<file path="src/rtl/rename_alloc_if.sv">
// Signal bundle between the rename stage and its decode, ROB and commit neighbours.
`timescale 1ns/1ps
interface rename_alloc_if #(
  parameter int unsigned ARCH_ADDRWIDTH = 5,
  parameter int unsigned PREG_ADDRWIDTH = 6,
  parameter int unsigned ROB_ADDRWIDTH  = 4
);
  localparam int unsigned NUM_ARCH         = 1 << ARCH_ADDRWIDTH;
  localparam int unsigned RENROB_DATAWIDTH = 1 + ARCH_ADDRWIDTH + 2 * PREG_ADDRWIDTH;

  // Global control and flush restore
  logic                               FREEZE;
  logic                               flush_IN;
  logic [NUM_ARCH*PREG_ADDRWIDTH-1:0] retRat_IN;

  // Decode handshake
  logic                      dec_valid_IN;
  logic                      dec_ready_OUT;
  logic [ARCH_ADDRWIDTH-1:0] dec_rs_IN;
  logic [ARCH_ADDRWIDTH-1:0] dec_rt_IN;
  logic [ARCH_ADDRWIDTH-1:0] dec_rd_IN;
  logic                      dec_writesReg_IN;

  // Renamed instruction
  logic                      ren_valid_OUT;
  logic [PREG_ADDRWIDTH-1:0] ren_ps_OUT;
  logic [PREG_ADDRWIDTH-1:0] ren_pt_OUT;
  logic [PREG_ADDRWIDTH-1:0] ren_pd_OUT;
  logic [ROB_ADDRWIDTH-1:0]  ren_robIdx_OUT;

  // ROB tail push
  logic                        tROB_pushReq_OUT;
  logic [RENROB_DATAWIDTH-1:0] tROB_pushData_OUT;
  logic                        fROB_full_IN;
  logic [ROB_ADDRWIDTH-1:0]    fROB_curTail_IN;

  // Commit feedback
  logic                      freeReq_IN;
  logic [PREG_ADDRWIDTH-1:0] freePreg_IN;
  logic                      commitAlloc_IN;

  modport slave (
    input  FREEZE, flush_IN, retRat_IN,
    input  dec_valid_IN, dec_rs_IN, dec_rt_IN, dec_rd_IN, dec_writesReg_IN,
    output dec_ready_OUT,
    output ren_valid_OUT, ren_ps_OUT, ren_pt_OUT, ren_pd_OUT, ren_robIdx_OUT,
    output tROB_pushReq_OUT, tROB_pushData_OUT,
    input  fROB_full_IN, fROB_curTail_IN,
    input  freeReq_IN, freePreg_IN, commitAlloc_IN
  );

  modport master (
    output FREEZE, flush_IN, retRat_IN,
    output dec_valid_IN, dec_rs_IN, dec_rt_IN, dec_rd_IN, dec_writesReg_IN,
    input  dec_ready_OUT,
    input  ren_valid_OUT, ren_ps_OUT, ren_pt_OUT, ren_pd_OUT, ren_robIdx_OUT,
    input  tROB_pushReq_OUT, tROB_pushData_OUT,
    output fROB_full_IN, fROB_curTail_IN,
    output freeReq_IN, freePreg_IN, commitAlloc_IN
  );
endinterface

</file>
<file path="src/rtl/rename_alloc.sv">
// Rename/dispatch: speculative RAT lookup, circular free-list allocation and ROB tail push.
`timescale 1ns/1ps
module rename_alloc #(
  parameter int unsigned ARCH_ADDRWIDTH   = 5,
  parameter int unsigned PREG_ADDRWIDTH   = 6,
  parameter int unsigned ROB_ADDRWIDTH    = 4,
  parameter int unsigned RENROB_DATAWIDTH = 1 + ARCH_ADDRWIDTH + 2 * PREG_ADDRWIDTH
) (
  input logic           CLK,
  input logic           RESET,
  rename_alloc_if.slave bus
);
  localparam int unsigned NUM_ARCH  = 1 << ARCH_ADDRWIDTH;
  localparam int unsigned NUM_PREG  = 1 << PREG_ADDRWIDTH;
  localparam int unsigned PTR_W     = PREG_ADDRWIDTH + 1;
  localparam int unsigned FREE_INIT = NUM_PREG - NUM_ARCH;

  // Speculative RAT and free list; pointers carry a wrap bit so count = tail - head
  logic [PREG_ADDRWIDTH-1:0] rat_q [NUM_ARCH];
  logic [PREG_ADDRWIDTH-1:0] rat_d [NUM_ARCH];
  logic [PREG_ADDRWIDTH-1:0] fl_q  [NUM_PREG];
  logic [PREG_ADDRWIDTH-1:0] fl_d  [NUM_PREG];
  logic [PTR_W-1:0]          head_q, head_d;
  logic [PTR_W-1:0]          tail_q, tail_d;
  logic [PTR_W-1:0]          ret_head_q, ret_head_d;

  logic                      ren_valid_q, ren_valid_d;
  logic [PREG_ADDRWIDTH-1:0] ren_ps_q, ren_ps_d;
  logic [PREG_ADDRWIDTH-1:0] ren_pt_q, ren_pt_d;
  logic [PREG_ADDRWIDTH-1:0] ren_pd_q, ren_pd_d;
  logic [ROB_ADDRWIDTH-1:0]  ren_rob_q, ren_rob_d;

  logic                        alloc_c;
  logic                        ready_c;
  logic                        accept_c;
  logic [PTR_W-1:0]            count_c;
  logic [PREG_ADDRWIDTH-1:0]   new_preg_c;
  logic [PREG_ADDRWIDTH-1:0]   old_preg_c;
  logic [RENROB_DATAWIDTH-1:0] push_data_c;

  // Handshake and ROB entry; a non-allocating entry keeps rd but carries no pregs
  always_comb begin
    count_c     = tail_q - head_q;
    alloc_c     = bus.dec_writesReg_IN && (bus.dec_rd_IN != '0);
    ready_c     = RESET && !bus.FREEZE && !bus.flush_IN && !bus.fROB_full_IN &&
                  (!alloc_c || (count_c != '0));
    accept_c    = bus.dec_valid_IN && ready_c;
    new_preg_c  = alloc_c ? fl_q[head_q[PREG_ADDRWIDTH-1:0]] : '0;
    old_preg_c  = alloc_c ? rat_q[bus.dec_rd_IN] : '0;
    push_data_c = '0;
    if (accept_c) begin
      push_data_c = {alloc_c, bus.dec_rd_IN, new_preg_c, old_preg_c};
    end
  end

  // Next state: commit feedback always lands; flush beats freeze beats accept
  always_comb begin
    rat_d       = rat_q;
    fl_d        = fl_q;
    head_d      = head_q;
    tail_d      = tail_q;
    ret_head_d  = ret_head_q;
    ren_valid_d = ren_valid_q;
    ren_ps_d    = ren_ps_q;
    ren_pt_d    = ren_pt_q;
    ren_pd_d    = ren_pd_q;
    ren_rob_d   = ren_rob_q;

    if (bus.commitAlloc_IN) begin
      ret_head_d = ret_head_q + PTR_W'(1);
    end
    if (bus.freeReq_IN) begin
      fl_d[tail_q[PREG_ADDRWIDTH-1:0]] = bus.freePreg_IN;
      tail_d = tail_q + PTR_W'(1);
    end

    if (bus.flush_IN) begin
      for (int unsigned i = 0; i < NUM_ARCH; i++) begin
        rat_d[i] = bus.retRat_IN[i*PREG_ADDRWIDTH +: PREG_ADDRWIDTH];
      end
      head_d      = ret_head_d;
      ren_valid_d = 1'b0;
    end else if (!bus.FREEZE) begin
      ren_valid_d = accept_c;
      if (accept_c) begin
        ren_ps_d  = rat_q[bus.dec_rs_IN];
        ren_pt_d  = rat_q[bus.dec_rt_IN];
        ren_pd_d  = new_preg_c;
        ren_rob_d = bus.fROB_curTail_IN;
        if (alloc_c) begin
          rat_d[bus.dec_rd_IN] = new_preg_c;
          head_d = head_q + PTR_W'(1);
        end
      end
    end
  end

  // State registers; reset gives identity RAT and free list of the upper pregs
  always_ff @(posedge CLK or negedge RESET) begin
    if (!RESET) begin
      for (int unsigned i = 0; i < NUM_ARCH; i++) begin
        rat_q[i] <= PREG_ADDRWIDTH'(i);
      end
      for (int unsigned i = 0; i < NUM_PREG; i++) begin
        fl_q[i] <= (i < FREE_INIT) ? PREG_ADDRWIDTH'(i + NUM_ARCH) : '0;
      end
      head_q      <= '0;
      tail_q      <= PTR_W'(FREE_INIT);
      ret_head_q  <= '0;
      ren_valid_q <= 1'b0;
      ren_ps_q    <= '0;
      ren_pt_q    <= '0;
      ren_pd_q    <= '0;
      ren_rob_q   <= '0;
    end else begin
      rat_q       <= rat_d;
      fl_q        <= fl_d;
      head_q      <= head_d;
      tail_q      <= tail_d;
      ret_head_q  <= ret_head_d;
      ren_valid_q <= ren_valid_d;
      ren_ps_q    <= ren_ps_d;
      ren_pt_q    <= ren_pt_d;
      ren_pd_q    <= ren_pd_d;
      ren_rob_q   <= ren_rob_d;
    end
  end

  assign bus.dec_ready_OUT     = ready_c;
  assign bus.tROB_pushReq_OUT  = accept_c;
  assign bus.tROB_pushData_OUT = push_data_c;
  assign bus.ren_valid_OUT     = ren_valid_q;
  assign bus.ren_ps_OUT        = ren_ps_q;
  assign bus.ren_pt_OUT        = ren_pt_q;
  assign bus.ren_pd_OUT        = ren_pd_q;
  assign bus.ren_robIdx_OUT    = ren_rob_q;

  // A free into a full list means commit returned a register twice
  a_no_free_overflow: assert property (@(posedge CLK) disable iff (!RESET)
    !(bus.freeReq_IN && (count_c == PTR_W'(FREE_INIT)) && !(accept_c && alloc_c)));

endmodule

</file>
<file path="src/flat_wrapper.sv">
// flat-port wrapper written by rule: the top's interface ports become plain ports
module rename_alloc_flat 
#(
  parameter int unsigned ARCH_ADDRWIDTH   = 5,
  parameter int unsigned PREG_ADDRWIDTH   = 6,
  parameter int unsigned ROB_ADDRWIDTH    = 4,
  parameter int unsigned RENROB_DATAWIDTH = 1 + ARCH_ADDRWIDTH + 2 * PREG_ADDRWIDTH
)
  (CLK, RESET, bus_FREEZE, bus_flush_IN, bus_retRat_IN, bus_dec_valid_IN, bus_dec_rs_IN, bus_dec_rt_IN, bus_dec_rd_IN, bus_dec_writesReg_IN, bus_dec_ready_OUT, bus_ren_valid_OUT, bus_ren_ps_OUT, bus_ren_pt_OUT, bus_ren_pd_OUT, bus_ren_robIdx_OUT, bus_tROB_pushReq_OUT, bus_tROB_pushData_OUT, bus_fROB_full_IN, bus_fROB_curTail_IN, bus_freeReq_IN, bus_freePreg_IN, bus_commitAlloc_IN);
  rename_alloc_if #(.ARCH_ADDRWIDTH(ARCH_ADDRWIDTH), .PREG_ADDRWIDTH(PREG_ADDRWIDTH), .ROB_ADDRWIDTH(ROB_ADDRWIDTH)) bus_i ();
  input logic CLK;
  input logic RESET;
  input wire logic [$bits(bus_i.FREEZE)-1:0] bus_FREEZE;
  input wire logic [$bits(bus_i.flush_IN)-1:0] bus_flush_IN;
  input wire logic [$bits(bus_i.retRat_IN)-1:0] bus_retRat_IN;
  input wire logic [$bits(bus_i.dec_valid_IN)-1:0] bus_dec_valid_IN;
  input wire logic [$bits(bus_i.dec_rs_IN)-1:0] bus_dec_rs_IN;
  input wire logic [$bits(bus_i.dec_rt_IN)-1:0] bus_dec_rt_IN;
  input wire logic [$bits(bus_i.dec_rd_IN)-1:0] bus_dec_rd_IN;
  input wire logic [$bits(bus_i.dec_writesReg_IN)-1:0] bus_dec_writesReg_IN;
  output wire logic [$bits(bus_i.dec_ready_OUT)-1:0] bus_dec_ready_OUT;
  output wire logic [$bits(bus_i.ren_valid_OUT)-1:0] bus_ren_valid_OUT;
  output wire logic [$bits(bus_i.ren_ps_OUT)-1:0] bus_ren_ps_OUT;
  output wire logic [$bits(bus_i.ren_pt_OUT)-1:0] bus_ren_pt_OUT;
  output wire logic [$bits(bus_i.ren_pd_OUT)-1:0] bus_ren_pd_OUT;
  output wire logic [$bits(bus_i.ren_robIdx_OUT)-1:0] bus_ren_robIdx_OUT;
  output wire logic [$bits(bus_i.tROB_pushReq_OUT)-1:0] bus_tROB_pushReq_OUT;
  output wire logic [$bits(bus_i.tROB_pushData_OUT)-1:0] bus_tROB_pushData_OUT;
  input wire logic [$bits(bus_i.fROB_full_IN)-1:0] bus_fROB_full_IN;
  input wire logic [$bits(bus_i.fROB_curTail_IN)-1:0] bus_fROB_curTail_IN;
  input wire logic [$bits(bus_i.freeReq_IN)-1:0] bus_freeReq_IN;
  input wire logic [$bits(bus_i.freePreg_IN)-1:0] bus_freePreg_IN;
  input wire logic [$bits(bus_i.commitAlloc_IN)-1:0] bus_commitAlloc_IN;
  assign bus_i.FREEZE = bus_FREEZE;
  assign bus_i.flush_IN = bus_flush_IN;
  assign bus_i.retRat_IN = bus_retRat_IN;
  assign bus_i.dec_valid_IN = bus_dec_valid_IN;
  assign bus_i.dec_rs_IN = bus_dec_rs_IN;
  assign bus_i.dec_rt_IN = bus_dec_rt_IN;
  assign bus_i.dec_rd_IN = bus_dec_rd_IN;
  assign bus_i.dec_writesReg_IN = bus_dec_writesReg_IN;
  assign bus_dec_ready_OUT = bus_i.dec_ready_OUT;
  assign bus_ren_valid_OUT = bus_i.ren_valid_OUT;
  assign bus_ren_ps_OUT = bus_i.ren_ps_OUT;
  assign bus_ren_pt_OUT = bus_i.ren_pt_OUT;
  assign bus_ren_pd_OUT = bus_i.ren_pd_OUT;
  assign bus_ren_robIdx_OUT = bus_i.ren_robIdx_OUT;
  assign bus_tROB_pushReq_OUT = bus_i.tROB_pushReq_OUT;
  assign bus_tROB_pushData_OUT = bus_i.tROB_pushData_OUT;
  assign bus_i.fROB_full_IN = bus_fROB_full_IN;
  assign bus_i.fROB_curTail_IN = bus_fROB_curTail_IN;
  assign bus_i.freeReq_IN = bus_freeReq_IN;
  assign bus_i.freePreg_IN = bus_freePreg_IN;
  assign bus_i.commitAlloc_IN = bus_commitAlloc_IN;
  rename_alloc #(.ARCH_ADDRWIDTH(ARCH_ADDRWIDTH), .PREG_ADDRWIDTH(PREG_ADDRWIDTH), .ROB_ADDRWIDTH(ROB_ADDRWIDTH), .RENROB_DATAWIDTH(RENROB_DATAWIDTH)) u_core (.CLK(CLK), .RESET(RESET), .bus(bus_i));
endmodule
</file>
<file path="config.mk">
export PLATFORM = sky130hd
export DESIGN_NAME = rename_alloc_flat
export DESIGN_NICKNAME = d
export VERILOG_FILES = /design/src/rtl/rename_alloc_if.sv /design/src/rtl/rename_alloc.sv /design/src/flat_wrapper.sv
export SDC_FILE = /design/constraint.sdc
export NUM_CORES = 1
export LEC_CHECK = 0
export CAP_MARGIN = 20
export CORE_AREA = 5 5 375 377
export CTS_CLUSTER_SIZE = 10
export DETAILED_ROUTE_END_ITERATION = 16
export DIE_AREA = 0 0 380 382
export PLACE_DENSITY = 0.44
export SKIP_CTS_REPAIR_TIMING = 1
export SLEW_MARGIN = 20
export SYNTH_ARGS = -nofsm -noshare
export SYNTH_HDL_FRONTEND = slang
export SYNTH_SLANG_ARGS = --single-unit
</file>
<file path="constraint.sdc">
create_clock -name CLK -period 5.15 [get_ports CLK]
set_input_delay 1.03 -clock CLK [delete_from_list [all_inputs] [get_ports CLK]]
set_output_delay 1.03 -clock CLK [all_outputs]
set_load 0.05 [all_outputs]
</file>
==> impl_metrics.tcl <==
set metrics [dict create \
    status "complete, no violations" \
    ctsRootBufferMaster "clkbuf_16" \
    drv_slew 0 \
    synth_top_family_by_area "multiplexers" \
    synth-edff-count 0 \
    hold_path_class "input pin to async pin" \
    cts_buffers 75 \
    crit_slowest_cell "dfrtp_4" \
    arrival_ns 3.95 \
    start_util 0.248 \
    crit_buf_inv 3 \
    cts.clk_slew.worst_paths_ns 0.07 \
    io_buffers 268 \
    gp_congestion 0.933 \
    synth_compound_area_frac 0.105 \
    grtUsageTotal 0.183 \
    p_leak_nw 16.2 \
    crit_cells 10 \
    synth_top_area_frac 0.315 \
    die-area_um2 145000 \
    async_flop_share 1.00 \
    wl_per_cell_um 29.1 \
    drt_iter0_markers 2242 \
    viasPerCell 5.29 \
    postRouteAntennaNets 0 \
    fmax_mhz 201 \
    clockBufferDepth 3 \
    wl_mm 136 \
    die_h_um 382 \
    ys_seq_area_frac 0.465 \
    cp_top_family "compound AO/OA/AOI/OAI gates" \
    start_kind "flip-flop" \
    cp_cell_sequence "inv_1 -> ha_1 -> nor2b_1 -> o211ai_1 -> nand3_1 -> a2111o_2 -> nand2_1 -> buf_4 -> nor2_1 -> buf_12" \
    synthSimpleGateAreaFrac 0.0629 \
    critical_path_required_ns 4.12 \
    die_w_um 380 \
    io_pins 269 \
    synth_area_um2 33900 \
    synth_area_leaders "dfrtp_1, mux4_2, dfstp_2" \
    drv_cap 0 \
    tightest_slew_ns 1.14 \
    ys_types 65 \
    cts.sinks 620 \
    grt_overflow 0 \
    area_delta_synth_final_pct 21.2 \
    synthMuxAreaShare 0.324 \
    drive_gt1_frac 0.360 \
    whs_ns 0.225 \
    grt_pass1_vias 25400 \
    dp_hpwl_mm 96.1 \
    clock_latency_ns 0.67 \
    rsz0062_at_grt "false" \
    grt_max_degree 157 \
    synth_fp_nets 2839 \
    core_um2 137000 \
    fin_crit_sh 0.967 \
    final_nets 3048 \
    finalSetupViolCount 0 \
    ys_ff_latch 620 \
    synth_fa_ha_area_frac 0.00332 \
    drc 0 \
    max_stage_delay_ns 0.65 \
    grt_pass1_wl_mm 196 \
    p_per_area_nw_per_um2 458 \
    htree_levels 3 \
    end_kind "output pin" \
    critPathKind "flip-flop to output pin" \
    fillers 14000 \
    synthFlopType "dfrtp_1" \
    num_vias 24700 \
    cts_tree "done" \
    layout_min_cycle_time_ns 4.98 \
    firstDrtPassIters 5 \
    syn-instance-count 2604 \
    relSlewSlack 0.239 \
    synth_warnings 0 \
    p_total_mw 18.8 \
    antenna_found_initial 7 \
    cp_max_fo 23 \
    worstRegToRegCells 7 \
    synth_xor_area_frac 0.00384 \
    worst_clock_skew_ns 0.0328 \
    synth.largest_area_cell "dfrtp_1" \
    hold_violations 0 \
    rows 136 \
    vdd_drop_max_v 0.000354 \
    avgSynthCellArea_um2 13.0 \
]
-- sequential cells by signal, summed over array words and instances, names as in the netlist, 6 cells and up --
signal	count
u_core.bus.ren_ps_OUT	6
u_core.head_q	7
u_core.bus.ren_pd_OUT	6
u_core.fl_q	384
u_core.ret_head_q	7
u_core.rat_q	192
u_core.tail_q	7
u_core.bus.ren_pt_OUT	6
-- area by class of cell --
type,count,area [µm²],share of cell area
Clock buffer,125,2140,0.0520
Sequential cell,620,15800,0.384
Multi-Input combinational cell,1721,17000,0.414
Clock inverter,8,140,0.00341
Timing Repair Buffer,356,3650,0.0889
Antenna cell,3,7.51,0.000183
Tap cell,1794,2240,0.0546
Inverter,39,149,0.00362
-- cell usage after synthesis, types with 10 or more instances --
master / instances
a21oi_1: 18
nand2_1: 278
buf_2: 49
clkbuf_1: 126
and3_1: 10
o221ai_1: 34
mux2_4: 14
inv_1: 36
nand3_1: 36
buf_1: 21
nand4_1: 16
buf_6: 14
o22ai_1: 11
dfstp_2: 193
dfrtp_1: 427
mux2_1: 70
nor2_1: 90
o211ai_1: 330
mux2i_1: 62
mux4_2: 242
buf_4: 14
mux2_2: 349
-- through the flow --
stage | setup TNS, ns | setup slack, ns | util | instance area [µm²] | cells
2_1_floorplan | 0 | 0.532 | - | 33900 | 2604
3_3_place_gp | 0 | 0.535 | 0.284 | 38800 | 4530
3_5_place_dp | 0 | 0.544 | 0.284 | 38800 | 4530
4_1_cts | -0.0268 | -0.0116 | 0.300 | 41100 | 4663
5_1_grt | 0 | 0.00196 | 0.300 | 41100 | 4664
6_report | 0 | 0.169 | 0.300 | 41100 | 4666
-- cells in the final DEF (no fill, tap or decap), drive strengths merged, types with 8 or more instances in the layout --
cell,synthesis,final
xnor2,9,9
nand2b,8,8
nor2,90,90
and2,8,8
o22ai,11,11
clkdlybuf4s50,0,234
o211ai,331,331
o221ai,35,35
ha,9,9
clkbuf,126,125
mux4,242,242
nand3,36,36
nand4,16,16
a21oi,18,18
mux2i,62,62
a22oi,8,8
and3,10,10
dfstp,193,193
inv,39,44
o21ai,19,19
mux2,433,433
dfrtp,427,427
a21o,8,8
buf,98,122
nand2,278,278
a211oi,9,9
-- routing by layer --
| layer | routed length [µm] | GRT usage | share of wire | vias up |
|---|---|---|---|---|
| met5 | 27 | 0 | 0.00020 | - |
| met1 | 58200 | 0.242 | 0.43 | 13100 |
| met2 | 62800 | 0.291 | 0.46 | 929 |
| met4 | 6200 | 0.0748 | 0.046 | 4 |
| met3 | 8600 | 0.0399 | 0.063 | 224 |
| li1 | - | - | - | 10500 |
-- power breakdown --
group | switching (mW) | leakage (nW) | total [mW] | internal [mW]
Sequential | 0.903 | 7.61 | 7.28 | 6.38
Clock | 2.21 | 1.09 | 5.11 | 2.90
Combinational | 3.73 | 7.51 | 6.44 | 2.70
-- cell families after synthesis --
logic type,Yosys count
mux,737
flops,620
simple gates,488
fa+ha+maj,9
buf+inv,263
compound gates,473
xor+xnor,14
-- worst reg2reg max path: stages, from the launching register on --
cell and delay, ns:
dfrtp_4 0.81, mux4_2 0.66, a22o_1 0.29, a211oi_1 0.48
a21oi_1 0.16, o211ai_4 0.40, buf_4 0.61, o221ai_1 0.26
-- path summary, 6_finish.rpt --
path | from | endpoint | slack (ns)
min | RESET | u_core.rat_q[170]$_DFFE_PN0P_ | 0.22
max | u_core.head_q[1]$_DFFE_PN0P_ | bus_tROB_pushData_OUT[8] | 0.17
max in group asynchronous | RESET | u_core.fl_q[373]$_DFFE_PN0P_ | 2.28
max reg2reg | u_core.head_q[0]$_DFFE_PN0P_ | u_core.rat_q[185]$_DFFE_PN0P_ | 1.31
min reg2reg | u_core.ret_head_q[6]$_DFF_PN0_ | u_core.ret_head_q[6]$_DFF_PN0_ | 0.47
min in group CLK | u_core.ret_head_q[6]$_DFF_PN0_ | u_core.ret_head_q[6]$_DFF_PN0_ | 0.47
Note: power is estimated with default switching activity, not from simulation.
==> variant: new RTL, config.mk and constraints unchanged <==
`ROB_ADDRWIDTH` is set to 4 in 3 places; all go to 5.
--- a/src/rtl/rename_alloc_if.sv
+++ b/src/rtl/rename_alloc_if.sv
@@ -3,7 +3,7 @@
 interface rename_alloc_if #(
   parameter int unsigned ARCH_ADDRWIDTH = 5,
   parameter int unsigned PREG_ADDRWIDTH = 6,
-  parameter int unsigned ROB_ADDRWIDTH  = 4
+  parameter int unsigned ROB_ADDRWIDTH  = 5
 );
   localparam int unsigned NUM_ARCH         = 1 << ARCH_ADDRWIDTH;
   localparam int unsigned RENROB_DATAWIDTH = 1 + ARCH_ADDRWIDTH + 2 * PREG_ADDRWIDTH;
--- a/src/rtl/rename_alloc.sv
+++ b/src/rtl/rename_alloc.sv
@@ -3,7 +3,7 @@
 module rename_alloc #(
   parameter int unsigned ARCH_ADDRWIDTH   = 5,
   parameter int unsigned PREG_ADDRWIDTH   = 6,
-  parameter int unsigned ROB_ADDRWIDTH    = 4,
+  parameter int unsigned ROB_ADDRWIDTH    = 5,
   parameter int unsigned RENROB_DATAWIDTH = 1 + ARCH_ADDRWIDTH + 2 * PREG_ADDRWIDTH
 ) (
   input logic           CLK,
--- a/src/flat_wrapper.sv
+++ b/src/flat_wrapper.sv
@@ -3,7 +3,7 @@
 #(
   parameter int unsigned ARCH_ADDRWIDTH   = 5,
   parameter int unsigned PREG_ADDRWIDTH   = 6,
-  parameter int unsigned ROB_ADDRWIDTH    = 4,
+  parameter int unsigned ROB_ADDRWIDTH    = 5,
   parameter int unsigned RENROB_DATAWIDTH = 1 + ARCH_ADDRWIDTH + 2 * PREG_ADDRWIDTH
 )
   (CLK, RESET, bus_FREEZE, bus_flush_IN, bus_retRat_IN, bus_dec_valid_IN, bus_dec_rs_IN, bus_dec_rt_IN, bus_dec_rd_IN, bus_dec_writesReg_IN, bus_dec_ready_OUT, bus_ren_valid_OUT, bus_ren_ps_OUT, bus_ren_pt_OUT, bus_ren_pd_OUT, bus_ren_robIdx_OUT, bus_tROB_pushReq_OUT, bus_tROB_pushData_OUT, bus_fROB_full_IN, bus_fROB_curTail_IN, bus_freeReq_IN, bus_freePreg_IN, bus_commitAlloc_IN);
Ports: changed (resized bus_fROB_curTail_IN and bus_ren_robIdx_OUT); port bits go from 269 to 271. The function was not compared with the original's and may differ.
==> variant against the unedited design <==
  * Clock power up 8.0%
  * Total power up 2.8%
  * Worst setup slack better by 0.077 ns
  * Sequential cell count up 1
  * First-iteration DRC count down 20%
  * Maximum frequency up 1.6%
  * Non-clock buffer count down 8
  * Critical endpoint is now bus_tROB_pushData_OUT[12]
  * Utilization down 0.44 points
  * Critical path depth down 1
  * Cell area down 1.5%
  * Wire length down 5.3%
  * Sequential share of layout area up 0.63 points
  * Synthesized area down 2.3%
  * Highest routed layer unchanged
  * Global-route usage down 0.94 points
==> variant: results (changes against the unedited design) <==
| Metric | Value |
|---|---|
| Proportion of total power due to net switching | 36.17% (-0.21 points) |
| Sequential area share after synthesis | 47.63% (+1.2 points) |
| Syn_nets | 2699 (-4.9%) |
| Count of filler cells inserted in the layout | 13969 (-0.53%) |
| Outcome | finished, final reports clean |
| Routed via count | 23303 (-5.6%) |
| Layout cells sized above 1 | 39.80% (+3.8 points) |
| Max VDD drop | 0.2555 mV (-28%) |
| Crit. Startpoint | u_core.head_q[2] |
| Final worst hold slack | 0.4231 ns (+0.1982 ns) |
| Cell types occupying the most area after synthesis | dfrtp_1 32%, dfstp_2 15%, mux4_2 15% |
| Pin count of the biggest net entering global routing | 149 (-5.1%) |
| Global Route Usage Sum | 17.35% (-0.94 points) |
| Post-detailed-placement half-perimeter wirelength | 91.20 mm (-5.1%) |
| Global-route wire length before repair | 185.3 mm (-5.3%) |
| Worst r2r path cells | 11 (+4) |
| Worst slew slack as a fraction of its limit | 36.16% (+12 points) |
| Worst path slowest cell | inv_1 |
| Reg2Reg Launch Point | u_core.head_q[1] |
| Total Nets Final | 2937 (-3.6%) |
| Violation count after the first detailed-route iteration | 1785 (-20%) |
| Most used standard cells in the synthesized netlist | 428 x dfrtp_1, 409 x mux2_2, 225 x mux4_2 |
| Number of distinct standard cells referenced by the synthesized netlist | 74 (+14%) |
| Wirelength per Cell | 28.24 µm (-3.0%) |
| Leakage Power | 16.18 nW (-0.18%) |
| Arrival time worst endpoint | 3.87 ns (-0.08 ns) |
| Critical-path maximum fanout | 14 (-39%) |
| Antenna violations before repair | 6 (-1) |
| Number of global-route vias before repair | 24049 (-5.2%) |
| Longest individual stage delay on the worst path | 0.59 ns (-0.06 ns) |
| Max Clock Skew | 0.06202 ns (+0.02922 ns) |
| Last weighted congestion value of the routability-driven placer | 0.8738 (-6.4%) |
[variant: changes by cell type in the layout (fill, tap and decap cells not counted), moves of 60 or more]
cell,change
o21ai_0,+125
o211ai_1,-322
mux2_1,-69
mux2_2,+60
nand2_1,-151
a22oi_1,+183
[variant: final timing paths]
check	to
max	bus_tROB_pushData_OUT[12]
min	u_core.rat_q[140]
max reg2reg	u_core.rat_q[84]
min reg2reg	u_core.ret_head_q[6]
max in group asynchronous	u_core.fl_q[123]
min in group CLK	u_core.ret_head_q[6]
[variant: power groups by stage]
stage	combinational (mW)	clock, mW	sequential [mW]
after floorplan	4.36	0	7.08
after global placement	6.70	0	7.25
after detailed placement	6.72	0	7.27
after CTS	6.73	5.68	7.20
after global routing	7.05	5.86	7.36
final	6.64	5.52	7.20
[variant: stage by stage]
| stage | setup slack [ns] | area, µm² | utilization [%] | cells |
|---|---|---|---|---|
| after floorplan | 0.6906 | 33130 | - | 2463 |
| after global placement | 0.5458 | 37930 | 27.72 | 4414 |
| after global routing | 0.04644 | 40480 | 29.59 | 4555 |
| after detailed placement | 0.5125 | 37930 | 27.72 | 4414 |
| final | 0.2460 | 40490 | 29.59 | 4556 |
| after CTS | 0.1675 | 40480 | 29.59 | 4555 |
[variant: metal layers]
layer | GRT usage, % | part of all wire, % | wire length, µm
met5 | 0 | 0.010 | 13
met4 | 5.359 | 3.3 | 4306
met2 | 28.96 | 48 | 61750
met3 | 3.190 | 5.3 | 6837
met1 | 22.96 | 43 | 55760
[variant: cell type report]
class | instances | area share, %
clock buffers | 125 | 5.581
well taps | 1794 | 5.544
flip-flops and latches | 621 | 39.00
clock inverters | 16 | 0.7139
repair buffers | 348 | 8.888
multi-input cells | 1634 | 40.11
inverters | 17 | 0.1576
diodes | 1 | 0.006181
[variant: critical path, delay by kind of cell, from the launching register on]
kind	cells	cell delay (ns)
adder cells (fa/ha/maj)	1	0.39
flip-flops	1	0.39
AND/OR/NAND/NOR	2	0.50
buffers and inverters	4	1.24
AO/OA/AOI/OAI	2	0.68
[variant: logic make-up (layout without fill, tap and decap cells)]
group / Yosys count / in the layout / share of synthesized area [%]
compound gates: 513 / 513 / 10.28
xor+xnor: 16 / 16 / 0.4229
fa+ha+maj: 9 / 9 / 0.3399
buf+inv: 208 / 506 / 3.387
flops: 621 / 621 / 47.63
mux: 731 / 731 / 33.04
other cells: 0 / 1 / 0
simple gates: 365 / 365 / 4.902
